$ cat src/rtl/rom_arb_pkg.sv
// Shared types for the ROM port arbiter: port select, response record and
// the address-window helper used by the top level.
package rom_arb_pkg;

    typedef enum logic {
        PORT_INSTR = 1'b0,
        PORT_DATA  = 1'b1
    } port_e;

    typedef struct packed {
        logic  valid;
        port_e port;
        logic  err;
    } rsp_t;

    localparam rsp_t RSP_IDLE = '{valid: 1'b0, port: PORT_INSTR, err: 1'b0};

    // Compares only the bits above the window offset; aw = log2(window bytes).
    function automatic logic in_window(logic [31:0] addr, logic [31:0] base, int unsigned aw);
        logic [31:0] mask;
        mask = 32'hFFFF_FFFF << aw;
        return ((addr ^ base) & mask) == 32'h0;
    endfunction

endpackage

$ cat src/rtl/rom_port_arbiter_if.sv
// Bundle of the two requester ports and the memory port of rom_port_arbiter.
// Handshake: a port holds req until gnt is seen in the same cycle; exactly one
// rvalid pulse follows each grant one cycle later, err qualified by rvalid.
interface rom_port_arbiter_if;
    import rom_arb_pkg::*;

    logic        instr_req_i;
    logic        instr_gnt_o;
    logic [31:0] instr_addr_i;
    logic        instr_rvalid_o;
    logic [31:0] instr_rdata_o;
    logic        instr_err_o;

    logic        data_req_i;
    logic        data_gnt_o;
    logic        data_we_i;
    logic [3:0]  data_be_i;
    logic [31:0] data_addr_i;
    logic [31:0] data_wdata_i;
    logic        data_rvalid_o;
    logic [31:0] data_rdata_o;
    logic        data_err_o;

    logic        mem_req_o;
    logic        mem_we_o;
    logic [3:0]  mem_be_o;
    logic [31:0] mem_addr_o;
    logic [31:0] mem_wdata_o;
    logic [31:0] mem_rdata_i;

    port_e       arb_last_o;

    modport slave (
        input  instr_req_i, instr_addr_i,
        input  data_req_i, data_we_i, data_be_i, data_addr_i, data_wdata_i,
        input  mem_rdata_i,
        output instr_gnt_o, instr_rvalid_o, instr_rdata_o, instr_err_o,
        output data_gnt_o, data_rvalid_o, data_rdata_o, data_err_o,
        output mem_req_o, mem_we_o, mem_be_o, mem_addr_o, mem_wdata_o,
        output arb_last_o
    );

    modport master (
        output instr_req_i, instr_addr_i,
        output data_req_i, data_we_i, data_be_i, data_addr_i, data_wdata_i,
        output mem_rdata_i,
        input  instr_gnt_o, instr_rvalid_o, instr_rdata_o, instr_err_o,
        input  data_gnt_o, data_rvalid_o, data_rdata_o, data_err_o,
        input  mem_req_o, mem_we_o, mem_be_o, mem_addr_o, mem_wdata_o,
        input  arb_last_o
    );

endinterface

$ cat src/rtl/rom_arb_rr2.sv
// Two-requester round-robin arbiter; last_o exposes the last-grant state.
module rom_arb_rr2
    import rom_arb_pkg::*;
(
    input  logic  clk_i,
    input  logic  rst_ni,
    input  logic  req_instr_i,
    input  logic  req_data_i,
    output logic  gnt_instr_o,
    output logic  gnt_data_o,
    output port_e last_o
);

    port_e last_q, last_d;

    always_comb begin
        gnt_instr_o = 1'b0;
        gnt_data_o  = 1'b0;
        last_d      = last_q;
        if (req_instr_i && req_data_i) begin
            if (last_q == PORT_INSTR) gnt_data_o = 1'b1;
            else                      gnt_instr_o = 1'b1;
        end else if (req_instr_i) begin
            gnt_instr_o = 1'b1;
        end else if (req_data_i) begin
            gnt_data_o = 1'b1;
        end
        if (gnt_instr_o)     last_d = PORT_INSTR;
        else if (gnt_data_o) last_d = PORT_DATA;
    end

    always_ff @(posedge clk_i or negedge rst_ni) begin
        if (!rst_ni) last_q <= PORT_INSTR;
        else         last_q <= last_d;
    end

    assign last_o = last_q;

endmodule

$ cat src/rtl/rom_port_arbiter.sv
// Shares one single-ported memory between an instruction and a data port:
// round-robin grant, window range check and a one-entry response register.
module rom_port_arbiter
    import rom_arb_pkg::*;
#(
    parameter logic [31:0] BASE_ADDR = 32'h0010_0000,
    parameter int unsigned DEPTH     = 256
) (
    input  logic clk_i,
    input  logic rst_ni,
    rom_port_arbiter_if.slave bus
);

    localparam int unsigned AW = $clog2(DEPTH) + 2;

    logic        gnt_instr, gnt_data;
    port_e       last_grant;
    logic [31:0] sel_addr;
    logic        sel_in_range;
    logic        mem_req, mem_we;
    logic [3:0]  mem_be;
    logic [31:0] mem_addr, mem_wdata;
    rsp_t        rsp_q, rsp_d;
    logic        instr_rvalid, data_rvalid;

    rom_arb_rr2 u_rr2 (
        .clk_i       (clk_i),
        .rst_ni      (rst_ni),
        .req_instr_i (bus.instr_req_i),
        .req_data_i  (bus.data_req_i),
        .gnt_instr_o (gnt_instr),
        .gnt_data_o  (gnt_data),
        .last_o      (last_grant)
    );

    always_comb begin
        sel_addr     = gnt_data ? bus.data_addr_i : bus.instr_addr_i;
        sel_in_range = in_window(sel_addr, BASE_ADDR, AW);
        mem_req      = 1'b0;
        mem_we       = 1'b0;
        mem_be       = 4'h0;
        mem_addr     = 32'h0;
        mem_wdata    = 32'h0;
        rsp_d        = RSP_IDLE;
        if (gnt_instr || gnt_data) begin
            rsp_d.valid = 1'b1;
            rsp_d.port  = gnt_data ? PORT_DATA : PORT_INSTR;
            rsp_d.err   = !sel_in_range;
            // Out-of-range grants complete with an error but never touch memory.
            if (sel_in_range) begin
                mem_req  = 1'b1;
                mem_addr = sel_addr;
                if (gnt_data) begin
                    mem_we    = bus.data_we_i;
                    mem_be    = bus.data_be_i;
                    mem_wdata = bus.data_wdata_i;
                end else begin
                    mem_be    = 4'hF;
                end
            end
        end
    end

    always_ff @(posedge clk_i or negedge rst_ni) begin
        if (!rst_ni) rsp_q <= RSP_IDLE;
        else         rsp_q <= rsp_d;
    end

    assign instr_rvalid = rsp_q.valid && (rsp_q.port == PORT_INSTR);
    assign data_rvalid  = rsp_q.valid && (rsp_q.port == PORT_DATA);

    assign bus.instr_gnt_o    = gnt_instr;
    assign bus.data_gnt_o     = gnt_data;
    assign bus.mem_req_o      = mem_req;
    assign bus.mem_we_o       = mem_we;
    assign bus.mem_be_o       = mem_be;
    assign bus.mem_addr_o     = mem_addr;
    assign bus.mem_wdata_o    = mem_wdata;
    assign bus.arb_last_o     = last_grant;

    assign bus.instr_rvalid_o = instr_rvalid;
    assign bus.instr_err_o    = instr_rvalid && rsp_q.err;
    assign bus.instr_rdata_o  = (instr_rvalid && !rsp_q.err) ? bus.mem_rdata_i : 32'h0;
    assign bus.data_rvalid_o  = data_rvalid;
    assign bus.data_err_o     = data_rvalid && rsp_q.err;
    assign bus.data_rdata_o   = (data_rvalid && !rsp_q.err) ? bus.mem_rdata_i : 32'h0;

endmodule

$ cat src/flat_wrapper.sv
// flat-port wrapper written by rule: the top's interface ports become plain ports
module rom_port_arbiter_flat import rom_arb_pkg::*;
#(
    parameter logic [31:0] BASE_ADDR = 32'h0010_0000,
    parameter int unsigned DEPTH     = 256
)
  (clk_i, rst_ni, bus_instr_req_i, bus_instr_addr_i, bus_data_req_i, bus_data_we_i, bus_data_be_i, bus_data_addr_i, bus_data_wdata_i, bus_mem_rdata_i, bus_instr_gnt_o, bus_instr_rvalid_o, bus_instr_rdata_o, bus_instr_err_o, bus_data_gnt_o, bus_data_rvalid_o, bus_data_rdata_o, bus_data_err_o, bus_mem_req_o, bus_mem_we_o, bus_mem_be_o, bus_mem_addr_o, bus_mem_wdata_o, bus_arb_last_o);
  rom_port_arbiter_if bus_i ();
  input  logic clk_i;
  input  logic rst_ni;
  input wire logic [$bits(bus_i.instr_req_i)-1:0] bus_instr_req_i;
  input wire logic [$bits(bus_i.instr_addr_i)-1:0] bus_instr_addr_i;
  input wire logic [$bits(bus_i.data_req_i)-1:0] bus_data_req_i;
  input wire logic [$bits(bus_i.data_we_i)-1:0] bus_data_we_i;
  input wire logic [$bits(bus_i.data_be_i)-1:0] bus_data_be_i;
  input wire logic [$bits(bus_i.data_addr_i)-1:0] bus_data_addr_i;
  input wire logic [$bits(bus_i.data_wdata_i)-1:0] bus_data_wdata_i;
  input wire logic [$bits(bus_i.mem_rdata_i)-1:0] bus_mem_rdata_i;
  output wire logic [$bits(bus_i.instr_gnt_o)-1:0] bus_instr_gnt_o;
  output wire logic [$bits(bus_i.instr_rvalid_o)-1:0] bus_instr_rvalid_o;
  output wire logic [$bits(bus_i.instr_rdata_o)-1:0] bus_instr_rdata_o;
  output wire logic [$bits(bus_i.instr_err_o)-1:0] bus_instr_err_o;
  output wire logic [$bits(bus_i.data_gnt_o)-1:0] bus_data_gnt_o;
  output wire logic [$bits(bus_i.data_rvalid_o)-1:0] bus_data_rvalid_o;
  output wire logic [$bits(bus_i.data_rdata_o)-1:0] bus_data_rdata_o;
  output wire logic [$bits(bus_i.data_err_o)-1:0] bus_data_err_o;
  output wire logic [$bits(bus_i.mem_req_o)-1:0] bus_mem_req_o;
  output wire logic [$bits(bus_i.mem_we_o)-1:0] bus_mem_we_o;
  output wire logic [$bits(bus_i.mem_be_o)-1:0] bus_mem_be_o;
  output wire logic [$bits(bus_i.mem_addr_o)-1:0] bus_mem_addr_o;
  output wire logic [$bits(bus_i.mem_wdata_o)-1:0] bus_mem_wdata_o;
  output wire logic [$bits(bus_i.arb_last_o)-1:0] bus_arb_last_o;
  assign bus_i.instr_req_i = bus_instr_req_i;
  assign bus_i.instr_addr_i = bus_instr_addr_i;
  assign bus_i.data_req_i = bus_data_req_i;
  assign bus_i.data_we_i = bus_data_we_i;
  assign bus_i.data_be_i = bus_data_be_i;
  assign bus_i.data_addr_i = bus_data_addr_i;
  assign bus_i.data_wdata_i = bus_data_wdata_i;
  assign bus_i.mem_rdata_i = bus_mem_rdata_i;
  assign bus_instr_gnt_o = bus_i.instr_gnt_o;
  assign bus_instr_rvalid_o = bus_i.instr_rvalid_o;
  assign bus_instr_rdata_o = bus_i.instr_rdata_o;
  assign bus_instr_err_o = bus_i.instr_err_o;
  assign bus_data_gnt_o = bus_i.data_gnt_o;
  assign bus_data_rvalid_o = bus_i.data_rvalid_o;
  assign bus_data_rdata_o = bus_i.data_rdata_o;
  assign bus_data_err_o = bus_i.data_err_o;
  assign bus_mem_req_o = bus_i.mem_req_o;
  assign bus_mem_we_o = bus_i.mem_we_o;
  assign bus_mem_be_o = bus_i.mem_be_o;
  assign bus_mem_addr_o = bus_i.mem_addr_o;
  assign bus_mem_wdata_o = bus_i.mem_wdata_o;
  assign bus_arb_last_o = bus_i.arb_last_o;
  rom_port_arbiter #(.BASE_ADDR(BASE_ADDR), .DEPTH(DEPTH)) u_core (.clk_i(clk_i), .rst_ni(rst_ni), .bus(bus_i));
endmodule
$ cat config.mk
export PLATFORM = sky130hd
export DESIGN_NAME = rom_port_arbiter_flat
export DESIGN_NICKNAME = d
export VERILOG_FILES = /design/src/rtl/rom_arb_pkg.sv /design/src/rtl/rom_port_arbiter_if.sv /design/src/rtl/rom_arb_rr2.sv /design/src/rtl/rom_port_arbiter.sv /design/src/flat_wrapper.sv
export SDC_FILE = /design/constraint.sdc
export NUM_CORES = 1
export LEC_CHECK = 0
export CAP_MARGIN = 5
export CORE_AREA = 2 2 108 110
export CTS_BUF_LIST = sky130_fd_sc_hd__clkbuf_4 sky130_fd_sc_hd__clkbuf_8
export DETAILED_ROUTE_END_ITERATION = 10
export DIE_AREA = 0 0 110 112
export GPL_TIMING_DRIVEN = 0
export PLACE_DENSITY = 0.69
export SETUP_SLACK_MARGIN = 0.02
export SLEW_MARGIN = 20
export SYNTH_ARGS = -nofsm -noshare
export SYNTH_HDL_FRONTEND = slang
export SYNTH_SLANG_ARGS = --single-unit
$ cat constraint.sdc
create_clock -name clk_i -period 5.2 [get_ports clk_i]
set_clock_uncertainty 0.2 [all_clocks]
set_input_delay 1.04 -clock clk_i [delete_from_list [all_inputs] [get_ports clk_i]]
set_output_delay 1.04 -clock clk_i [all_outputs]
set_load 0.02 [all_outputs]
; ---- After elaboration in Yosys (flattened, before gate mapping)
; Index checks and enable logic that the tools add are counted.
[op_classes]
magnitude_cmp = 0
n_div = 0
n_mux = 27
n_mul = 0
eq_ne = 0
n_shift = 0
n_bitwise = 2
reduce_logical = 12
n_addsub = 0
[op_table]
columns = cell, count
row1 = 32-bit 2-to-1 mux, 8
row2 = 32-bit logical NOT, 1
row3 = 1-bit 2-to-1 mux, 15
row4 = 4-bit 2-to-1 mux, 3
row5 = 1-bit logical AND, 7
row6 = 3-bit 2-to-1 mux, 1
row7 = 1-bit logical NOT, 2
row8 = 1-bit inverter, 2
row9 = 2-bit nonzero test, 1
row10 = 1-bit logical OR, 1
[word_totals]
ff_bits = 4
mem_bits_rw = 0
latch_bits = 0
output_inout_bits = 141
inputBits = 137
romBits = 0
word_cells = 45
mem_count = 0

; ---- Logic depth before layout (Yosys ltp)
; Gate-level depths: netlist of the first run.
[logic_depth]
ltp_word = 8
mapped_depth = 6
mapped_depth_nobuf = 4

; ---- Modules after synthesis
; Synthesis of the first run repeated with hierarchy kept, for this count alone.
[unflattened]
cells_unflattened = 221
area_unflattened_um2 = 1377.6
[modules_own_cells]
columns = mod, area_per_inst_um2, cells_each, instances, seq_area_each_um2
row1 = rom_port_arbiter, 1325.0, 215, 1, 75.1
row2 = rom_arb_rr2, 52.6, 6, 1, 25.0

; ---- Worst setup path before layout of the first run
; Ideal clock, no wire load.
[synth_timing]
path_kind = input -> output
startpoint = input bus_instr_addr_i[10]
endpoint = output bus_mem_addr_o[0]
setup_slack_ns = 1.532
cell_stages = 4
path_buffers = 0
required_ns = 3.960
arrival_ns = 2.428
cell_sequence = or4_4 > nor4_4 > o21ai_2 > a211oi_1
[synth_via]
elab_chain_len = 4
[synth_lines]
columns = element, line_no
row1 = "start, declared", flat_wrapper.sv:12  ; input wire logic [$bits(bus_i.instr_addr_i)-1:0] bus_instr_addr_i;
row2 = 32-bit 2-to-1 mux, rom_port_arbiter.sv:37  ; sel_addr = gnt_data ? bus.data_addr_i : bus.instr_addr_i;
row3 = 32-bit logical NOT, rom_arb_pkg.sv:22  ; return ((addr ^ base) & mask) == 32'h0;
row4 = 32-bit 2-to-1 mux, rom_port_arbiter.sv:50  ; if (sel_in_range) begin
row5 = 32-bit 2-to-1 mux, rom_port_arbiter.sv:45  ; if (gnt_instr || gnt_data) begin
row6 = "end, declared", flat_wrapper.sv:30  ; output wire logic [$bits(bus_i.mem_addr_o)-1:0] bus_mem_addr_o;
; No other way between the ends.

; ---- Final worst setup path of the first run
[layout_timing]
startpoint = input bus_data_req_i
endpoint = output bus_mem_wdata_o[16]
[layout_via]
elab_chain_len = 8
word_cells_on_any_way = 12
classes_between = 8 x mux / 1 x bitwise / 3 x reduce/logical
[layout_lines]
columns = element, line_no
row1 = "start, declared", flat_wrapper.sv:13  ; input wire logic [$bits(bus_i.data_req_i)-1:0] bus_data_req_i;
row2 = 1-bit 2-to-1 mux, rom_arb_rr2.sv:25  ; end else if (req_data_i) begin
row3 = 1-bit 2-to-1 mux, rom_arb_rr2.sv:23  ; end else if (req_instr_i) begin
row4 = 1-bit 2-to-1 mux, rom_arb_rr2.sv:20  ; if (req_instr_i && req_data_i) begin
row5 = 32-bit 2-to-1 mux, rom_port_arbiter.sv:37
row6 = 1-bit inverter (no line), -
row7 = 32-bit logical NOT, rom_arb_pkg.sv:22
row8 = 32-bit 2-to-1 mux, rom_port_arbiter.sv:50
row9 = 32-bit 2-to-1 mux (*), rom_port_arbiter.sv:45
row10 = "end, declared", flat_wrapper.sv:31  ; output wire logic [$bits(bus_i.mem_wdata_o)-1:0] bus_mem_wdata_o;
; Every way passes the cells marked *; elsewhere a longest branch is shown, timed or not.

==> qor.csv, run 1 <==
stage,metric,value,unit
outcome,outcome,completed,
layout,diode count,0,
sta,final worst slack,474,ps
cts,"Hold-fix buffers, CTS",0,
power,Comb pwr share,69.9,%
layout,area grow syn2layout,190,%
drt,mean number of vias per cell,3.85,
cts,clock insertion delay at the later pin of the skew report,210,ps
yosys,average cell area after synthesis,7.22,um2
yosys,most numerous cell in the Yosys netlist,and2_1,
floorplanning,Initial Utilization,13.4,%
min_path,Tightest Hold Check Type,flop to flop,
placement,placed cell areas,0.00432,mm2
setup_path,CP arrival,3490,ps
cts,CTS sink count,4,
power,PnR Total Power,333,uW
cts,H-tree levels,1,
yosys,Synth area leader,and2_1,
grt,met1 usage,11.7,%
drt,wire per inst,13.1,um
placement,Final HPWL DP,7.58,mm
sta,final hold violation count,0,
floorplanning,Die Width,110,um
floorplanning,I/O pins,278,
min_path,HP Start,u_core.u_rr2.last_o$_DFFE_PN0N_,
setup_path,RR Endpoint,u_core.rsp_q[0]$_DFF_PN0_,
sta,RSZ-0062 raised after global routing,false,
grt,first-pass GRT wire length,11.7,mm
floorplanning,area of the core,0.0112,mm2
yosys,share of flip-flops with an asynchronous set or reset,100,%
grt,GRT met2 Usage,24.3,%
cts,post_cts resized,0,
layout,number of fill cells,1149,
cts,Setup Buffers After CTS,0,
setup_path,CP Capture Type,output pin,
min_path,Hold Path End,u_core.u_rr2.last_o$_DFFE_PN0N_,
power,internal power,231,uW
power,P_leak,1.67,nW
power,Clock power frac,18.8,%
cts,CTS root buffer,clkbuf_8,
setup_path,RR Startpoint,u_core.u_rr2.last_o$_DFFE_PN0N_,
floorplanning,Core Rows,39,
power,Sw Pwr,103,uW
yosys,Cells after Synth,208,
drt,WL final,8.25,mm
sta,Tcrit/Tclk final,90.9,%
flow_run,max-cap check violation count,0,
placement,IO Port Bufs,256,
floorplanning,die area,0.0123,mm2
placement,post-placement setup slack,437,ps
setup_path,Crit path required time,3960,ps
min_path,hold depth,1,
grt,number of antenna violations at the first check in global routing,0,
power,Seq pwr share,11.3,%
sta,Tmin final,4730,ps
layout,Post-Route Utilization,39.0,%
grt,GRT met3 Usage,3.75,%
layout,fraction of layout cells with a size suffix above 1,9.45,%
drt,DRT antenna net count,0,
yosys,"EDFF count, synth",0,
power,power per cell area,76.5,mW/mm2
drt,DRT Pass-1 Iters,4,
setup_path,crit path kind,primary input to output pin,
setup_path,Worst Path Max Fanout,10,
grt,GRT overflow,0,
floorplanning,die height,112,um
cts,clock slew at reported path FFs,30,ps
grt,GRT Total Usage,12.0,%
setup_path,r2r worst-path depth,5,
sta,# setup viols final,0,
grt,gr busiest metal,met2,
cts,CTS tree,done,
yosys,Synth Warn #,0,
layout,post-route cell area,0.00436,mm2
yosys,sequential share of the synthesized area,6.66,%
yosys,post-synthesis register bit count,4,
setup_path,Startpoint Class,primary input,
drt,via count,2423,
yosys,Synth top cells by count,"and2_1, buf_4, mux2i_1",
sta,Setup TNS,0,ps
grt,number of global-route vias before repair,2326,
yosys,share of the synthesized area in the top cell type,41.6,%
yosys,unique cell type count in the Yosys netlist,29,
yosys,top_reg_cell synth,dfrtp_1,
yosys,"Cell Area, Synth",0.00150,mm2
drt,drt initial violations,45,
layout,Final nets,626,
setup_path,R2R Setup Slk,3360,ps
cts,total CTS buffers,3,
grt,largest net degree at the start of global routing,11,
placement,GPL Wtd Cong,0.741,
cts,Clock Path Buffers,2,
sta,final slew viol count,0,
power,switch share,30.8,%
sta,Fmax achieved,212,MHz
yosys,"top cells by area, synth","and2_1, buf_4, a211oi_2",
drt,DRC errors left,0,
power,worst ir drop on vdd,46.2,uV
[per-layer routing]
layer | vias to the layer above | share of wire (%)
met5 | - | 0
met4 | 0 | 0.75
met3 | 4 | 13
met2 | 151 | 54
met1 | 1053 | 33
li1 | 1215 | -
[cell families (layout without fill, tap and decap cells)]
kind of cell / after synthesis / after routing / synth area share (%)
AO/OA/AOI/OAI: 23 / 23 / 13.7
other: 1 / 21 / 0.250
flip-flops: 4 / 4 / 6.66
AND/OR/NAND/NOR: 133 / 133 / 56.0
multiplexers: 10 / 10 / 6.66
buffers and inverters: 37 / 296 / 16.7
[registers in the layout, indices dropped and copies added (netlist names)]
| signal | cells |
|---|---|
| u_core.rsp_q | 3 |
| u_core.u_rr2.last_o | 1 |
[cell type report]
type / instances / area (um2) / share of cell area, %
buffer: 36 / 248 / 5.68
timing repair buffer: 256 / 2560 / 58.8
sequential: 4 / 100 / 2.30
multi-input combinational: 187 / 1230 / 28.1
inverter: 1 / 3.75 / 0.0861
tap: 143 / 179 / 4.10
clock buffer: 3 / 41.3 / 0.947
[worst max path at each step]
stage	from	end	slack (ps)	cells after the start
2_1_floorplan	bus_instr_addr_i[10]	bus_mem_addr_o[0]	1530	4
4_1_cts	bus_data_req_i	bus_mem_wdata_o[10]	430	8
5_1_grt	bus_data_req_i	bus_mem_wdata_o[10]	300	8
6_report	bus_data_req_i	bus_mem_wdata_o[16]	470	8
3_3_place_gp	bus_data_req_i	bus_mem_wdata_o[10]	450	8
3_5_place_dp	bus_data_req_i	bus_mem_wdata_o[10]	440	8
[power groups by stage]
stage | registers [mW] | clock network [mW] | logic, mW
2_1_floorplan | 0.0385 | 0 | 0.0826
3_3_place_gp | 0.0380 | 0 | 0.231
3_5_place_dp | 0.0379 | 0 | 0.234
4_1_cts | 0.0377 | 0.0654 | 0.235
5_1_grt | 0.0384 | 0.0671 | 0.248
6_report | 0.0375 | 0.0628 | 0.233
[worst max-delay path, cell delays in order]
cell             delay [ps]
clkdlybuf4s50_1         530
a21boi_4                350
and3_1                  200
buf_2                   170
and3_2                  250
buf_4                   170
and2_1                  160
clkdlybuf4s50_1         610
[layout by cell type (no fill, tap or decap), drive strengths merged, types with 5 or more instances in the layout]
cell type / Yosys / layout
and2: 100 / 100
and3: 5 / 5
buf: 30 / 30
a21oi: 7 / 7
nand3: 5 / 5
mux2i: 10 / 10
clkdlybuf4s50: 0 / 256
nor4: 8 / 8
clkbuf: 6 / 9
a211oi: 10 / 10
conb: 1 / 21
[metrics by stage]
step,hold slack [ps],instances
final,394,630
after global routing,434,630
after CTS,399,630
after detailed placement,392,627
after global placement,397,627
after floorplan,479,228
No activity file was read; power rests on OpenSTA's default activity.
==> run 2: changes to the inputs <==
--- a/config.mk
+++ b/config.mk
@@ -10,7 +10,7 @@
 export CTS_BUF_LIST = sky130_fd_sc_hd__clkbuf_4 sky130_fd_sc_hd__clkbuf_8
 export DETAILED_ROUTE_END_ITERATION = 10
 export DIE_AREA = 0 0 110 112
-export GPL_TIMING_DRIVEN = 0
+export GPL_TIMING_DRIVEN = 1
 export PLACE_DENSITY = 0.69
 export SETUP_SLACK_MARGIN = 0.02
 export SLEW_MARGIN = 20
==> qor.csv, run 2 (synthesis results as in run 1) <==
stage,metric,value,unit,change
outcome,outcome,completed,,
layout,"most common cell after layout, fill and taps aside",clkdlybuf4s50_1,,
sta,RSZ-0062 raised after global routing,false,,
drt,DRT antenna net count,0,,unchanged
layout,diode count,0,,unchanged
setup_path,Worst Path Max Fanout,12,,+2
floorplanning,I/O pins,278,,unchanged
cts,post_cts resized,0,,unchanged
grt,number of antenna violations at the first check in global routing,0,,unchanged
cts,Setup Buffers After CTS,0,,unchanged
floorplanning,die height,112,um,unchanged
min_path,Tightest Hold Check Type,flop to flop,,
setup_path,CP arrival,3610,ps,+120 ps
cts,clock insertion delay at the later pin of the skew report,210,ps,about the same
sta,slew margin rel.,53.6,%,
drt,wire per inst,12.9,um,-1.2%
sta,# setup viols final,0,,unchanged
setup_path,CP Capture Type,output pin,,
grt,GRT overflow,0,,unchanged
floorplanning,Die Width,110,um,unchanged
setup_path,Crit path required time,3960,ps,about the same
floorplanning,die area,0.0123,mm2,unchanged
sta,final hold violation count,0,,unchanged
setup_path,Startpoint Class,primary input,,
power,Sw Pwr,101,uW,-1.2%
power,Clock power frac,20.0,%,+1.2 points
layout,Post-Route Utilization,37.1,%,-1.9 points
grt,GRT Total Usage,11.3,%,-0.77 points
drt,DRC errors left,0,,unchanged
sta,Setup TNS,0,ps,unchanged
power,worst ir drop on vdd,62.8,uV,+36%
floorplanning,Core Rows,39,,unchanged
power,Comb pwr share,68.3,%,-1.6 points
cts,H-tree levels,1,,unchanged
power,internal power,221,uW,-4.3%
sta,final slew viol count,0,,unchanged
cts,clock slew at reported path FFs,30,ps,about the same
layout,most frequent cells in the layout,"clkdlybuf4s50_1, and2_1, conb_1",,
layout,fraction of layout cells with a size suffix above 1,4.40,%,-5.0 points
sta,Slew @ Worst Pin,694,ps,
layout,area grow syn2layout,176,%,
cts,Clock Path Buffers,2,,unchanged
grt,number of global-route vias before repair,2262,,-2.8%
drt,DRT Pass-1 Iters,4,,unchanged
setup_path,crit path kind,primary input to output pin,,
layout,"Most flops, register",u_core.rsp_q,,
cts,total CTS buffers,3,,unchanged
flow_run,max-cap check violation count,0,,unchanged
grt,largest net degree at the start of global routing,34,,+23
cts,"Hold-fix buffers, CTS",0,,unchanged
cts,CTS sink count,4,,unchanged
drt,drt initial violations,44,,-2.2%
cts,CTS root buffer,clkbuf_8,,
power,P_leak,1.53,nW,-8.8%
drt,WL final,7.73,mm,-6.2%
layout,number of flip-flops in the largest register,3,,unchanged
floorplanning,Initial Utilization,13.4,%,unchanged
sta,Tmin final,4850,ps,+124 ps
power,switch share,31.5,%,+0.69 points
power,Seq pwr share,11.7,%,+0.4 points
placement,GPL Wtd Cong,0.718,,-3.1%
power,power per cell area,77.8,mW/mm2,+1.7%
placement,IO Port Bufs,256,,unchanged
drt,mean number of vias per cell,3.91,,+1.6%
layout,Final nets,594,,-5.1%
floorplanning,area of the core,0.0112,mm2,unchanged
grt,first-pass GRT wire length,11.1,mm,-4.9%
sta,Fmax achieved,206,MHz,-2.6%
sta,Tcrit/Tclk final,93.3,%,+2.4 points
drt,via count,2337,,-3.5%
placement,Final HPWL DP,6.95,mm,-8.4%
cts,CTS tree,done,,
-- run 2: cell types whose count changed in the layout (fill, tap and decap cells not counted) --
| cell | change |
|---|---|
| buf_6 | -2 |
| buf_4 | -21 |
| buf_2 | -3 |
| clkbuf_1 | -6 |
-- run 2: final cells by class --
class	instances	area [um2]
clock buffers	3	41.3
fillers	1156	7030
repair buffers	260	2590
multi-input cells	187	1230
well taps	143	179
flip-flops and latches	4	100
inverters	1	3.75
-- run 2: worst max-delay path, cell delays in order --
cell,delay [ps]
clkdlybuf4s50_1,400
nor4_1,500
and2_1,310
nand2_1,370
a211oi_1,350
clkdlybuf4s50_1,640
-- run 2: power by group through the flow --
stage          clock [mW]  combinational, mW  sequential, mW
4_1_cts            0.0667              0.222          0.0378
3_3_place_gp            0              0.219          0.0380
6_report           0.0644              0.220          0.0377
2_1_floorplan           0             0.0826          0.0385
5_1_grt            0.0699              0.235          0.0384
3_5_place_dp            0              0.222          0.0382
-- run 2: worst paths after layout --
kind / startpoint / endpoint / slack, ps / cells past startpoint
min in group asynchronous: rst_ni / u_core.rsp_q[1]$_DFF_PN0_ / 820 / 1
setup reg to reg: u_core.u_rr2.last_o$_DFFE_PN0N_ / u_core.rsp_q[0]$_DFF_PN0_ / 3510 / 5
hold reg to reg: u_core.u_rr2.last_o$_DFFE_PN0N_ / u_core.u_rr2.last_o$_DFFE_PN0N_ / 410 / 1
max in group asynchronous: rst_ni / u_core.rsp_q[0]$_DFF_PN0_ / 3810 / 1
setup / recovery: bus_data_addr_i[12] / bus_mem_addr_o[1] / 350 / 6
hold / removal: u_core.u_rr2.last_o$_DFFE_PN0N_ / u_core.u_rr2.last_o$_DFFE_PN0N_ / 410 / 1
-- run 2: stage by stage --
step | area, um2 | setup slack (ps) | std cells | hold slack, ps | power, mW
floorplan | 1580 | 1530 | 228 | 479 | 0.121
global placement | 4100 | 353 | 595 | 392 | 0.257
detailed placement | 4100 | 326 | 595 | 405 | 0.260
CTS | 4140 | 321 | 598 | 409 | 0.327
global route | 4140 | 140 | 598 | 445 | 0.343
finish | 4140 | 350 | 598 | 406 | 0.322
-- run 2: metal layers --
layer	GRT usage, %	up-vias	wire, um
met5	0	-	0
met1	11.9	1034	2640
met4	1.69	0	70
met2	21.9	153	4060
met3	3.16	6	960
li1	-	1144	-
